$ cat config.mk
export PLATFORM = sky130hd
export DESIGN_NAME = pulse_encoder_flat
export DESIGN_NICKNAME = d
export VERILOG_FILES = /design/src/rtl/pulse_encoder_if.sv /design/src/rtl/pulse_encoder.sv /design/src/flat_wrapper.sv
export SDC_FILE = /design/constraint.sdc
export NUM_CORES = 1
export LEC_CHECK = 0
export BUFFER_PORTS_ARGS = -buffer_cell sky130_fd_sc_hd__buf_2
export CORE_MARGIN = 2
export CORE_UTILIZATION = 47
export DETAILED_ROUTE_END_ITERATION = 10
export GPL_ROUTABILITY_DRIVEN = 1
export PLACE_DENSITY = 0.7
export SLEW_MARGIN = 20
export SYNTH_ARGS = -nofsm -noshare
export SYNTH_HDL_FRONTEND = slang
export SYNTH_SLANG_ARGS = --single-unit
$ cat constraint.sdc
create_clock -name clock -period 1.9 [get_ports clock]
set_clock_uncertainty 0.15 [all_clocks]
set_input_delay 0.19 -clock clock [delete_from_list [all_inputs] [get_ports clock]]
set_output_delay 0.19 -clock clock [all_outputs]
set_load 0.05 [all_outputs]
$ cat src/rtl/pulse_encoder_if.sv
// pulse_encoder_if: request/data side and LED/status side of the pulse encoder
interface pulse_encoder_if #(
    parameter int PACKET_SIZE = 8
);
    logic [PACKET_SIZE-1:0] data_in;
    logic send;
    logic ready;
    logic signal;
    logic done;
    modport master (output data_in, send, input ready, signal, done);
    modport slave (input data_in, send, output ready, signal, done);
endinterface

$ cat src/rtl/pulse_encoder.sv
// pulse_encoder: serialises a word LSB first as single-cycle pulses whose spacing encodes each bit
module pulse_encoder #(
    parameter int PACKET_SIZE = 8,
    parameter int INTERVAL_LOW = 2,
    parameter int INTERVAL_HIGH = 4,
    parameter int GUARD = 4,
    parameter int CNT_W = 4
) (
    input logic clock,
    input logic reset,
    pulse_encoder_if.slave bus
);
    localparam int IDX_W = PACKET_SIZE > 1 ? $clog2(PACKET_SIZE) : 1;
    typedef enum logic [2:0] {S_IDLE, S_START, S_GAP, S_PULSE, S_GUARD} state_t;
    state_t state, state_n;
    logic [CNT_W-1:0] cnt, cnt_n, gap_last;
    logic [IDX_W-1:0] idx, idx_n;
    logic [PACKET_SIZE-1:0] sr, sr_n;
    logic signal_q, done_q, ready_q;
    if (PACKET_SIZE < 1 || INTERVAL_LOW < 1 || INTERVAL_HIGH <= INTERVAL_LOW || GUARD < 1 ||
        INTERVAL_HIGH >= 2 ** CNT_W || GUARD >= 2 ** CNT_W) begin : g_param_err
        $error("pulse_encoder: invalid parameters or CNT_W too narrow");
    end
    assign gap_last = sr[0] ? CNT_W'(INTERVAL_HIGH - 1) : CNT_W'(INTERVAL_LOW - 1);
    always_comb begin
        state_n = state;
        cnt_n = cnt;
        idx_n = idx;
        sr_n = sr;
        case (state)
            S_IDLE: begin
                if (bus.send) begin
                    state_n = S_START;
                    sr_n = bus.data_in;
                end
            end
            S_START: begin
                state_n = S_GAP;
                idx_n = '0;
                cnt_n = '0;
            end
            S_GAP: begin
                state_n = cnt == gap_last ? S_PULSE : S_GAP;
                cnt_n = cnt == gap_last ? cnt : cnt + 1'b1;
            end
            S_PULSE: begin
                cnt_n = '0;
                if (idx == IDX_W'(PACKET_SIZE - 1)) begin
                    state_n = S_GUARD;
                end else begin
                    state_n = S_GAP;
                    idx_n = idx + 1'b1;
                    sr_n = sr >> 1;
                end
            end
            S_GUARD: begin
                state_n = cnt == CNT_W'(GUARD - 1) ? S_IDLE : S_GUARD;
                cnt_n = cnt == CNT_W'(GUARD - 1) ? cnt : cnt + 1'b1;
            end
            default: state_n = S_IDLE;
        endcase
    end
    // outputs are registered from the next state so they line up with the state they describe
    always_ff @(posedge clock or negedge reset) begin
        if (!reset) begin
            state <= S_IDLE;
            cnt <= '0;
            idx <= '0;
            sr <= '0;
            signal_q <= 1'b0;
            done_q <= 1'b0;
            ready_q <= 1'b1;
        end else begin
            state <= state_n;
            cnt <= cnt_n;
            idx <= idx_n;
            sr <= sr_n;
            signal_q <= state_n == S_START || state_n == S_PULSE;
            done_q <= state == S_GUARD && state_n == S_IDLE;
            ready_q <= state_n == S_IDLE;
        end
    end
    assign bus.signal = signal_q;
    assign bus.done = done_q;
    assign bus.ready = ready_q;
endmodule
$ cat src/flat_wrapper.sv
// flat-port wrapper written by rule: the top's interface ports become plain ports
module pulse_encoder_flat 
#(
    parameter int PACKET_SIZE = 8,
    parameter int INTERVAL_LOW = 2,
    parameter int INTERVAL_HIGH = 4,
    parameter int GUARD = 4,
    parameter int CNT_W = 4
)
  (clock, reset, bus_data_in, bus_send, bus_ready, bus_signal, bus_done);
  pulse_encoder_if #(.PACKET_SIZE(PACKET_SIZE)) bus_i ();
  input logic clock;
  input logic reset;
  input wire logic [$bits(bus_i.data_in)-1:0] bus_data_in;
  input wire logic [$bits(bus_i.send)-1:0] bus_send;
  output wire logic [$bits(bus_i.ready)-1:0] bus_ready;
  output wire logic [$bits(bus_i.signal)-1:0] bus_signal;
  output wire logic [$bits(bus_i.done)-1:0] bus_done;
  assign bus_i.data_in = bus_data_in;
  assign bus_i.send = bus_send;
  assign bus_ready = bus_i.ready;
  assign bus_signal = bus_i.signal;
  assign bus_done = bus_i.done;
  pulse_encoder #(.PACKET_SIZE(PACKET_SIZE), .INTERVAL_LOW(INTERVAL_LOW), .INTERVAL_HIGH(INTERVAL_HIGH), .GUARD(GUARD), .CNT_W(CNT_W)) u_core (.clock(clock), .reset(reset), .bus(bus_i));
endmodule
==> reports/metrics.csv <==
metric,value,unit
status,completed,
die_height,51.1,µm
die_area,2610,µm²
finalNetCount,130,
reg2reg_slack,70,ps
area_delta_synth_final,20.2,%
grt_max_degree,22,
cts-htree-levels,1,
crit_fanout,4,
slew_headroom,65.5,%
drt_pass1_iterations,4,
crit_end,u_core.cnt[0],
yosys_warnings,0,
worstMarginPinSlew,517,ps
finalHoldViolations,0,
layoutNonFillerInstCount,143,
yosys_register_bits,21,
insertion_delay,310,ps
coreArea,2150,µm²
routed_wire_length_per_instance,13.7,µm
synth_top_area_share,48.0,%
synth.area.top_cells,"dfrtp_1 48%, mux2i_1 7.7%, a22o_1 5.0%",
clkTransAtPathRegs,130,ps
ir_drop,888,µV
drt-total-wl,1960,µm
seq_area_frac_synth,50.5,%
vias,769,
whs_path_depth,3,
maxCapViolCount,0,
via_per_inst,5.38,
max-clock-path-buffers,2,
power.density,1520,nW/µm²
antenna_found_initial,0,
cts_sinks,21,
cp_data_required_time,1950,ps
num_io_pins,14,
dp_hpwl,1380,µm
reg2reg_to,u_core.cnt[0],
gp_congestion,0.768,
synth_cell_types,32,
fillers,189,
yosysTopAreaCell,dfrtp_1,
cts-root-buf,clkbuf_4,
fin_crit,1830,ps
hold_path_class,primary input to flop,
die_w,51.1,µm
power_leakage,0.641,nW
numPortBuffers,13,
post_dp_cell_area,1160,µm²
finalMaxSlewViolations,0,
period_share,96.3,%
worstPathArrival,1880,ps
syn_area,1040,µm²
syn_inst,89,
cp-end-kind,flop,
setup_viol,0,
synth_area_per_cell,11.7,µm²
dp.cells,133,
start_kind,flop,
drc_errors,0,
fmax,547,MHz
start_util,48.5,%
syn_nets,103,
drtIter0Drc,14,
track_usage,17.2,%
finalPower,1.90,mW
drive_gt1_share,33.9,%
cts-buffers-inserted,3,
grt_pass1_vias,708,
startpoint,u_core.cnt[1],
antenna_cells,0,
reg2reg_from,u_core.cnt[1],
ant_nets,0,
grt_remaining_overflow,0,
rows,17,
criticalPathCategory,flop to flop,
grt_pass1_wl,3200,µm
reg2regPathDepth,6,
cts_tree,yes,
finalInstanceArea,1250,µm²
final cells by class:
cell class,count,area (µm²),area share [%]
clock inverter,1,5.00,0.400
clock buffer,3,22.5,1.80
inverter,1,3.75,0.300
tap,28,35.0,2.80
multi-input combinational,65,504,40.3
timing repair buffer,24,155,12.4
sequential,21,527,42.1
layout by cell type (no fill, tap or decap), types with 3 or more instances in the layout:
cell type / count
nand3_1: 3
nand2_1: 10
buf_4: 8
dfrtp_1: 20
nor2_1: 4
mux2i_1: 8
o21ai_0: 8
dlygate4sd3_1: 3
buf_2: 13
nand2b_1: 3
ha_1: 3
a22o_1: 6
clkbuf_4: 3
per-layer routing:
| layer | share of wire, % | track usage, % | routed length, µm | vias to the layer above |
|---|---|---|---|---|
| met2 | 50 | 28.4 | 988 | 11 |
| li1 | - | - | - | 375 |
| met4 | 0.72 | 4.05 | 14 | 0 |
| met3 | 3.5 | 6.14 | 69 | 2 |
| met1 | 45 | 21.4 | 885 | 381 |
| met5 | 0 | 0 | 0 | - |
sequential cells by signal (all words and copies together), names as in the netlist:
signal and cells:
u_core.sr 8, u_core.bus.ready 1, u_core.bus.done 1, u_core.cnt 4
u_core.bus.signal 1, u_core.state 3, u_core.idx 3
worst min path at each step:
stage | from | endpoint
floorplan | reset | u_core.bus.done
global placement | reset | u_core.idx[2]
detailed placement | reset | u_core.idx[1]
CTS | bus_data_in[4] | u_core.sr[4]
global route | bus_data_in[5] | u_core.sr[5]
finish | bus_data_in[6] | u_core.sr[6]
logic make-up after synthesis:
family / share of synthesized area, %
flip-flops: 50.5
adder cells (fa/ha/maj): 3.60
AND/OR/NAND/NOR: 17.3
AO/OA/AOI/OAI: 15.6
buffers and inverters: 1.92
XOR/XNOR: 0.840
multiplexers: 10.2
where the power goes:
| group | switching [mW] | internal (mW) |
|---|---|---|
| clock network | 0.142 | 0.0787 |
| logic | 0.465 | 0.435 |
| registers | 0.141 | 0.638 |
| total | 0.747 | 1.15 |
cell usage after synthesis:
library cell and number:
nand2b_1 3, nand3b_1 1, mux2_2 1, a22o_1 6
and4bb_2 1, a21oi_1 1, o22ai_1 1, dfstp_2 1
mux2i_1 8, nor3b_1 2, nand2_4 1, nor2_1 4
ha_1 3, nand2_1 10, o21bai_1 1, and2b_2 1
buf_6 1, dfrtp_1 20, o21ai_0 8, nor2b_1 1
nor4b_2 1, or3b_4 1, a21bo_2 1, nand3_1 3
buf_2 1, mux2_4 1, o41ai_2 1, xnor2_1 1
o2bb2ai_1 1, o21ai_4 1, inv_1 1, nand2_2 1
metrics by stage:
| step | TNS [ps] | hold WS, ps | setup WS (ps) | util, % |
|---|---|---|---|---|
| final | 0 | 7.60 | 71.0 | 58.3 |
| after global routing | -0.630 | 18.3 | -0.630 | 58.3 |
| after CTS | 0 | 3.22 | 20.7 | 56.6 |
| after detailed placement | -985 | 21.2 | -197 | 54.2 |
| after global placement | -165 | 18.0 | -34.8 | 54.2 |
| after floorplan | 0 | -256 | 21.0 | - |
worst max-delay path: stages, from the launching register on:
cell and delay, ps:
dfrtp_1 440, ha_1 240, nor3b_1 150, buf_4 140, o21ai_4 210, nand2_4 100
mux2_4 300
timing repair:
action                                 4_1_cts  5_1_grt
buffers inserted                             0        3
setup endpoints to repair                    8       10
cloned                                       0        0
pin swaps                                    0        0
endpoints found under the hold margin       21        1
resized for setup                            1        1
hold buffers                                 2        1
No activity file was read; power rests on OpenSTA's default activity.
